===== config.mk =====
export PLATFORM = sky130hd
export DESIGN_NAME = write_port_arbiter
export DESIGN_NICKNAME = d
export VERILOG_FILES = /design/src/rtl/write_port_arbiter.sv
export SDC_FILE = /design/constraint.sdc
export NUM_CORES = 1
export LEC_CHECK = 0
export ABC_CLOCK_PERIOD_IN_PS = 3300
export CAP_MARGIN = 25
export CORE_MARGIN = 1
export CORE_UTILIZATION = 45
export CTS_CLUSTER_DIAMETER = 200
export DETAILED_ROUTE_END_ITERATION = 10
export PLACE_DENSITY = 0.85
export SYNTH_ARGS = -nofsm -noshare
export SYNTH_HDL_FRONTEND = slang
export SYNTH_SLANG_ARGS = --single-unit

===== constraint.sdc =====
create_clock -name clk -period 3.3 [get_ports clk]
set_clock_uncertainty 0.1 [all_clocks]
set_input_delay 0.825 -clock clk [delete_from_list [all_inputs] [get_ports clk]]
set_output_delay 0.825 -clock clk [all_outputs]
set_load 0.03 [all_outputs]

===== src/rtl/write_port_arbiter.sv =====
// ---------------------------------------------------------------------------
// write_port_arbiter
//
// Shares a single write port among NREQ requesters. A requester is picked
// round-robin in IDLE, then owns the port in GRANT for up to MAX_BURST
// transfers or until it drops its request. Every output is registered, and
// write data appears one cycle after the transfer that produced it.
//
// Parameters:
//   NREQ       number of requesters
//   DW         write data width
//   MAX_BURST  maximum transfers per grant (1..15)
//
// Ports:
//   clk           clock, all logic on the rising edge
//   rst           synchronous active-high reset
//   req           per-requester request, held high while data is pending
//   req_data      flattened per-requester data, slice i = [i*DW +: DW]
//   gnt           registered one-hot-or-zero grant
//   write_enable  registered write strobe to the shared port
//   writedata     registered write data, all-zeros when write_enable = 0
//   busy          high while the FSM is in GRANT
//
// Optional build macro:
//   WRITE_PORT_ARBITER_XCHK_EN  adds X-propagation / protocol assertions
// ---------------------------------------------------------------------------
module write_port_arbiter #(
    parameter int NREQ      = 4,
    parameter int DW        = 8,
    parameter int MAX_BURST = 4
) (
    input  logic                 clk,
    input  logic                 rst,
    input  logic [NREQ-1:0]      req,
    input  logic [NREQ*DW-1:0]   req_data,
    output logic [NREQ-1:0]      gnt,
    output logic                 write_enable,
    output logic [DW-1:0]        writedata,
    output logic                 busy
);

    localparam int IW = (NREQ > 1) ? $clog2(NREQ) : 1;

    typedef enum logic {
        IDLE,
        GRANT
    } state_t;

    state_t            state, state_next;
    logic [IW-1:0]     ptr, ptr_next;
    logic [IW-1:0]     owner, owner_next, owner_inc;
    logic [IW-1:0]     winner;
    logic [3:0]        cnt, cnt_next;
    logic [NREQ-1:0]   gnt_next;
    logic              we_next;
    logic [DW-1:0]     wd_next;
    logic [DW-1:0]     owner_data;
    logic              transfer;

    // Rotate the request vector so that bit 0 corresponds to ptr, take the
    // lowest set bit, then translate the offset back to a requester index.
    always_comb begin
        logic [2*NREQ-1:0] shifted;
        logic [NREQ-1:0]   rotated;
        logic              found;
        int                sum;
        shifted = {req, req} >> ptr;
        rotated = shifted[NREQ-1:0];
        found   = 1'b0;
        winner  = ptr;
        sum     = 0;
        for (int i = 0; i < NREQ; i++) begin
            if (!found && rotated[i]) begin
                found = 1'b1;
                sum   = int'(ptr) + i;
                if (sum >= NREQ) begin
                    sum = sum - NREQ;
                end
                winner = IW'(sum);
            end
        end
    end

    // Masking with gnt keeps non-owner req/req_data out of the datapath, so
    // X or Z on those inputs can never reach writedata.
    assign transfer = (state == GRANT) && |(gnt & req);

    always_comb begin
        owner_data = '0;
        for (int i = 0; i < NREQ; i++) begin
            if (gnt[i]) begin
                owner_data = req_data[i*DW +: DW];
            end
        end
    end

    assign owner_inc = (owner == IW'(NREQ - 1)) ? '0 : owner + 1'b1;

    always_comb begin
        state_next = state;
        gnt_next   = gnt;
        we_next    = 1'b0;
        wd_next    = '0;
        ptr_next   = ptr;
        cnt_next   = cnt;
        owner_next = owner;
        case (state)
            IDLE: begin
                if (|req) begin
                    state_next = GRANT;
                    gnt_next   = NREQ'(1) << winner;
                    owner_next = winner;
                    cnt_next   = '0;
                end else begin
                    gnt_next = '0;
                end
            end
            GRANT: begin
                if (transfer) begin
                    we_next  = 1'b1;
                    wd_next  = owner_data;
                    cnt_next = cnt + 4'd1;
                    if (cnt == 4'(MAX_BURST - 1)) begin
                        state_next = IDLE;
                        gnt_next   = '0;
                        ptr_next   = owner_inc;
                    end
                end else begin
                    // Owner released the port early; no transfer this cycle.
                    state_next = IDLE;
                    gnt_next   = '0;
                    ptr_next   = owner_inc;
                end
            end
        endcase
    end

    always_ff @(posedge clk) begin
        if (rst) begin
            state        <= IDLE;
            gnt          <= '0;
            write_enable <= 1'b0;
            writedata    <= '0;
            ptr          <= '0;
            cnt          <= '0;
            owner        <= '0;
        end else begin
            state        <= state_next;
            gnt          <= gnt_next;
            write_enable <= we_next;
            writedata    <= wd_next;
            ptr          <= ptr_next;
            cnt          <= cnt_next;
            owner        <= owner_next;
        end
    end

    assign busy = (state == GRANT);

`ifdef WRITE_PORT_ARBITER_XCHK_EN
    a_wd_known: assert property (@(posedge clk) disable iff (rst)
        !write_enable |-> !$isunknown(writedata))
        else $error("write_port_arbiter: writedata unknown while idle");

    a_gnt_onehot: assert property (@(posedge clk) disable iff (rst)
        $onehot0(gnt))
        else $error("write_port_arbiter: gnt has more than one bit set");

    a_we_from_xfer: assert property (@(posedge clk) disable iff (rst)
        write_enable |-> $past(transfer))
        else $error("write_port_arbiter: write_enable without owner transfer");
`else
    // Checker-free build: identical ports and cycle behaviour.
`endif

endmodule


==> out/results.tsv, run 1 <==
metric	value	unit
ys_ff_latch	22	
p_int	0.487	mW
fin_nets	227	
cts_made_buffers	3	
diodes	0	
path_cells	clkdlybuf4s50_1	
seq_area_frac_synth	37.1	%
regToRegEndpoint	writedata[6]	
instances_no_fill	216	
cts_htree_levels	1	
endpoint_kind	primary output	
r2r-start	gnt[3]	
dieArea	2850	um2
num_io_pins	52	
drt_iter0_drc	26	
dp.cells	212	
drc	0	
grt_pass1_vias	1214	
seq_power_share	44.6	%
hold_start	owner[1]	
hp-class	reg2reg	
cap_violations	0	
syn_avg_cell_area	8.49	um2
wl	3160	um
grt_overflow_total	0	
power.leakage	0.634	nW
num-fill-cells	202	
synthDistinctLibCells	39	
first_pass_iters	5	
cts_buffer_depth	2	
tritoncts	done	
pre_cts_ws	0.580	ns
grt_util_all_layers	24.2	%
slew_headroom	56.8	%
synth_edf_count	0	
power_density	376	nW/um2
switching_power	0.171	mW
max_stage_delay	0.80	ns
vias_per_cell	5.89	
worstPathRequired	2.37	ns
finalSetupViolCount	0	
rows	18	
grt_pass1_wl	4940	um
rsz0062_at_grt	false	
synth_fp_nets	180	
avgRoutedWirePerCell	14.6	um
port_buffers	51	
critPathBufInv	1	
cp-start-kind	flop	
cp.depth	1	
chipWidth	53.4	um
cp_max_fo	20	
synth_area	1190	um2
antenna_found_initial	0	
die_y	53.4	um
slew_violations	0	
final_hold_viol_count	0	
grt_max_degree	21	
max_freq	0.360	GHz
comb_power_share	24.1	%
post_cts_buffers	0	
worst-setup-path-type	reg2out	
place_hpwl	2490	um
place.gp.congestion	0.786	
crit_family	buffers and inverters	
fin_crit_sh	84.2	%
status	complete, no violations	
ir_drop	0.000261	V
switching_share	26.0	%
tightest_slew	0.647	ns
core	2480	um2
clk_latency	0.31	ns
slowest_stage	clkdlybuf4s50_1	
rrSetupSlack	1.32	ns
cts_resized	0	
drtAntennaViolNets	0	
start_util	48.0	%
clockRootBuffer	clkbuf_4	
syn2layout_area_growth	46.9	%
cts_sinks	22	
cts_hold_buf	0	
fin_tns_setup	0	ns
vias	1273	
multi_input_area	657	um2
period_minus_slack	2.78	ns
yosysWarnings	0	
hold_end	owner[1]	
layout.area.seq	440	um2
min_path_cells	2	
arrival	1.85	ns
syn_inst	140	
synthArstFlopShare	0	%
drive_gt1_share	6.99	%
timing.hold.ws	0.398	ns
fin_ws	0.522	ns
clkPwrFrac	31.3	%
synthFlopType	dfxtp_1	
ff2ff_path_depth	4	
clk_pin_slew_worst_paths	0.12	ns
## cell usage after synthesis, types with 3 or more instances
library cell  instances  area share (%)
a211o_1               8             5.9
a21oi_1              16             6.7
a221oi_1              8             5.9
buf_2                 4             1.7
clkbuf_1              5             1.6
dfxtp_1              22              37
inv_1                11             3.5
nand2_1              10             3.2
nand2b_1              3             1.6
nand3_1               4             1.7
nor2b_1               3             1.6
nor3_1                3             1.3
o211ai_1              3             1.9
o21ai_0               5             2.1
or2_2                 3             1.6
## routing by layer
layer | global-route usage, % | up-vias | share of wire (%) | wire length (um)
met4 | 14.5 | 0 | 2.6 | 82
met5 | 0 | - | 0 | 0
met2 | 40.8 | 68 | 49 | 1550
met1 | 26.2 | 585 | 39 | 1250
met3 | 7.18 | 8 | 8.8 | 279
li1 | - | 612 | - | -
## flip-flops by register name, indices dropped and copies added, names as in the netlist
signal / count
write_enable: 1
ptr: 2
owner: 2
gnt: 4
busy: 1
cnt: 4
writedata: 8
## kinds of logic after synthesis
family	Yosys count	synth area share, %
fa+ha+maj	2	2.10
compound gates	56	33.8
buf+inv	21	7.68
flops	22	37.1
xor+xnor	2	1.47
simple gates	37	17.9
## final cells by class
class	instances	area share [%]
repair buffers	52	29.7
multi-input cells	97	37.6
flip-flops and latches	22	25.2
inverters	11	2.36
well taps	30	2.15
clock inverters	1	1.72
clock buffers	3	1.29
## per-stage QoR
| step | cell area [um2] | utilization (%) | total power, mW |
|---|---|---|---|
| floorplan | 1190 | - | 0.381 |
| global placement | 1690 | 68.4 | 0.450 |
| detailed placement | 1690 | 68.4 | 0.457 |
| CTS | 1750 | 70.5 | 0.663 |
| global route | 1750 | 70.5 | 0.687 |
| finish | 1750 | 70.5 | 0.657 |
## worst max-delay path by stage
stage / end / slack, ns / startpoint
final: gnt[3] / 0.52 / gnt[3]
after detailed placement: gnt[2] / 0.58 / req[3]
after global routing: gnt[3] / 0.44 / gnt[3]
after CTS: gnt[3] / 0.50 / gnt[3]
after floorplan: gnt[2] / 1.21 / req[3]
after global placement: gnt[2] / 0.64 / req[3]
## power groups by stage
stage	Combinational [mW]	Clock [mW]	Sequential, mW
2_1_floorplan	0.0792	0	0.302
3_3_place_gp	0.153	0	0.298
3_5_place_dp	0.158	0	0.299
4_1_cts	0.159	0.212	0.293
5_1_grt	0.171	0.221	0.295
6_report	0.158	0.206	0.293
## layout by cell type, fill, tap and decap left out, drive strengths merged
cell / count
a22o: 2
clkdlybuf4s50: 51
a221oi: 8
or2: 3
nand2b: 3
o211ai: 4
a21oi: 16
nor3: 3
xor2: 1
o32ai: 2
nand2: 10
inv: 11
nor4: 1
o21ai: 5
a21o: 1
nand3: 4
o31ai: 2
o2111ai: 1
or3b: 3
o211a: 1
bufinv: 1
a211oi: 1
xnor2: 1
ha: 2
or4: 2
nor2: 2
dfxtp: 22
clkbuf: 3
o21bai: 1
buf: 1
a21boi: 2
nand3b: 1
and2b: 1
a22oi: 2
and3b: 1
a211o: 8
nor2b: 3
Power figures use the tool's default switching activity.
==> inputs of run 2 (changes only) <==
==> config.mk (replaced) <==
export PLATFORM = sky130hd
export DESIGN_NAME = write_port_arbiter
export DESIGN_NICKNAME = d
export VERILOG_FILES = /design/src/rtl/write_port_arbiter.sv
export SDC_FILE = /design/constraint.sdc
export NUM_CORES = 1
export LEC_CHECK = 0
export ABC_CLOCK_PERIOD_IN_PS = 2500
export CAP_MARGIN = 25
export CORE_MARGIN = 1
export CORE_UTILIZATION = 37
export CTS_CLUSTER_DIAMETER = 200
export DETAILED_ROUTE_END_ITERATION = 10
export PLACE_DENSITY = 0.75
export SYNTH_ARGS = -nofsm -noshare
export SYNTH_HDL_FRONTEND = slang
export SYNTH_SLANG_ARGS = --single-unit
==> constraint.sdc (replaced) <==
create_clock -name clk -period 2.5 [get_ports clk]
set_clock_uncertainty 0.1 [all_clocks]
set_input_delay 0.625 -clock clk [delete_from_list [all_inputs] [get_ports clk]]
set_output_delay 0.625 -clock clk [all_outputs]
set_load 0.03 [all_outputs]
==> run 2 against run 1 <==
Net effect:
- sequential power grew 30%
- register-to-register slack got worse by 0.70 ns
- power increased by 33%
- count of clock-buffer cells in the layout did not move
- combinational power up 39%
- clock power increased by 33%
- critical path depth unchanged
==> out/results.tsv, run 2 (synthesis gave the netlist of run 1 again) <==
metric	value	unit	change
status	complete, no violations		
tightest_slew	0.554	ns	-0.0935 ns
path_cells	clkdlybuf4s50_1		
cts_resized	0		unchanged
arrival	1.55	ns	-0.30 ns
cts_sinks	22		unchanged
cts_made_buffers	3		unchanged
rsz0062_at_grt	false		
place.gp.congestion	0.880		+12%
final_hold_viol_count	0		unchanged
num-fill-cells	291		+44%
core	3050	um2	+23%
power_density	490	nW/um2	+30%
clockRootBuffer	clkbuf_4		
clk_pin_slew_worst_paths	0.13	ns	about the same
ir_drop	0.000225	V	-14%
post-route-util	58.5	%	-12 points
pre_cts_ws	-0.0110	ns	-0.591 ns
fin_nets	230		+1.3%
slew_violations	0		unchanged
port_buffers	51		unchanged
drtAntennaViolNets	0		unchanged
cts_buffer_depth	2		unchanged
fin_crit_sh	90.9	%	
wl	3370	um	+6.5%
dieArea	3440	um2	+21%
num_io_pins	52		unchanged
max_stage_delay	0.73	ns	-0.07 ns
power.leakage	0.649	nW	+2.5%
syn2layout_area_growth	50.3	%	
start_util	38.9	%	-9.0 points
final_common_cell	clkdlybuf4s50_1		
timing.hold.ws	0.397	ns	-0.00115 ns
grt_pass1_wl	5410	um	+9.5%
max_freq	0.440	GHz	
layout_common_cells	51 x clkdlybuf4s50_1, 22 x dfxtp_1, 16 x a21oi_1		
drc	0		unchanged
hp-class	reg2reg		
crit_family	buffers and inverters		
rows	20		+2
slowest_stage	clkdlybuf4s50_1		
regMostFlops	writedata		
tritoncts	done		
vias	1244		-2.3%
grt_util_all_layers	20.9	%	-3.3 points
fin_ws	0.228	ns	-0.294 ns
critPathBufInv	1		unchanged
drive_gt1_share	8.47	%	+1.5 points
cap_violations	0		unchanged
cts_htree_levels	1		unchanged
post_cts_buffers	0		unchanged
finalSetupViolCount	0		unchanged
largest_reg_flops	8		unchanged
first_pass_iters	4		-1
cp-start-kind	flop		
place_hpwl	2560	um	+2.7%
cp_max_fo	9		-55%
die_y	58.7	um	+9.9%
clk_latency	0.31	ns	about the same
cts_hold_buf	0		unchanged
grt_pass1_vias	1205		-0.74%
endpoint_kind	primary output		
layout.area.seq	440	um2	unchanged
chipWidth	58.7	um	+9.9%
reg_top3	writedata (8), cnt (4), gnt (4)		
grt_overflow_total	0		unchanged
antenna_found_initial	0		unchanged
avgRoutedWirePerCell	14.4	um	-1.3%
diodes	0		unchanged
worst-setup-path-type	reg2out		
worstPathRequired	1.77	ns	-0.60 ns
multi_input_area	657	um2	unchanged
slew_headroom	63.0	%	+6.2 points
total_power	0.875	mW	+33%
drt_iter0_drc	64		+150%
period_minus_slack	2.27	ns	
grt_max_degree	20		-4.8%
vias_per_cell	5.34		-9.4%
run 2: stage by stage:
| step | TNS (ns) | instances | cell area [um2] |
|---|---|---|---|
| floorplan | 0 | 140 | 1190 |
| global placement | 0 | 229 | 1730 |
| detailed placement | -0.0176 | 229 | 1730 |
| CTS | 0 | 233 | 1790 |
| global route | 0 | 233 | 1790 |
| finish | 0 | 233 | 1790 |
run 2: worst paths after layout:
path,from,endpoint,slack [ns],cells past startpoint
worst max-delay path,busy,busy,0.23,1
worst min-delay path,owner[0],owner[0],0.40,2
worst max register to register,cnt[0],ptr[0],0.62,5
worst min register to register,owner[0],owner[0],0.40,2
run 2: worst reg2reg max path: cells and delay by family (launching register included):
kind                       cells  cell delay, ns
AOI/OAI and AO/OA              2            0.34
adders and majority gates      1            0.17
DFF                            1            0.40
and+or+nand+nor                2            0.80
run 2: final cells by class:
class / instances / area share, %
Clock buffer: 3 / 1.26
Inverter: 11 / 2.31
Multi-Input combinational cell: 97 / 36.8
Timing Repair Buffer: 55 / 30.3
Sequential cell: 22 / 24.6
Tap cell: 44 / 3.08
Clock inverter: 1 / 1.68
run 2: power by group:
group | switching, mW | total [mW] | internal (mW)
registers | 0.0162 | 0.381 | 0.365
clock network | 0.112 | 0.274 | 0.162
logic | 0.101 | 0.220 | 0.119
run 2: per-layer routing:
metal	part of all wire [%]	global-route usage [%]	vias to the layer above	wire length, um
li1	-	-	619	-
met1	41	23.3	576	1390
met2	52	38.3	45	1740
met3	5.9	4.40	4	200
met4	1.0	8.84	0	35
met5	0	0	-	0
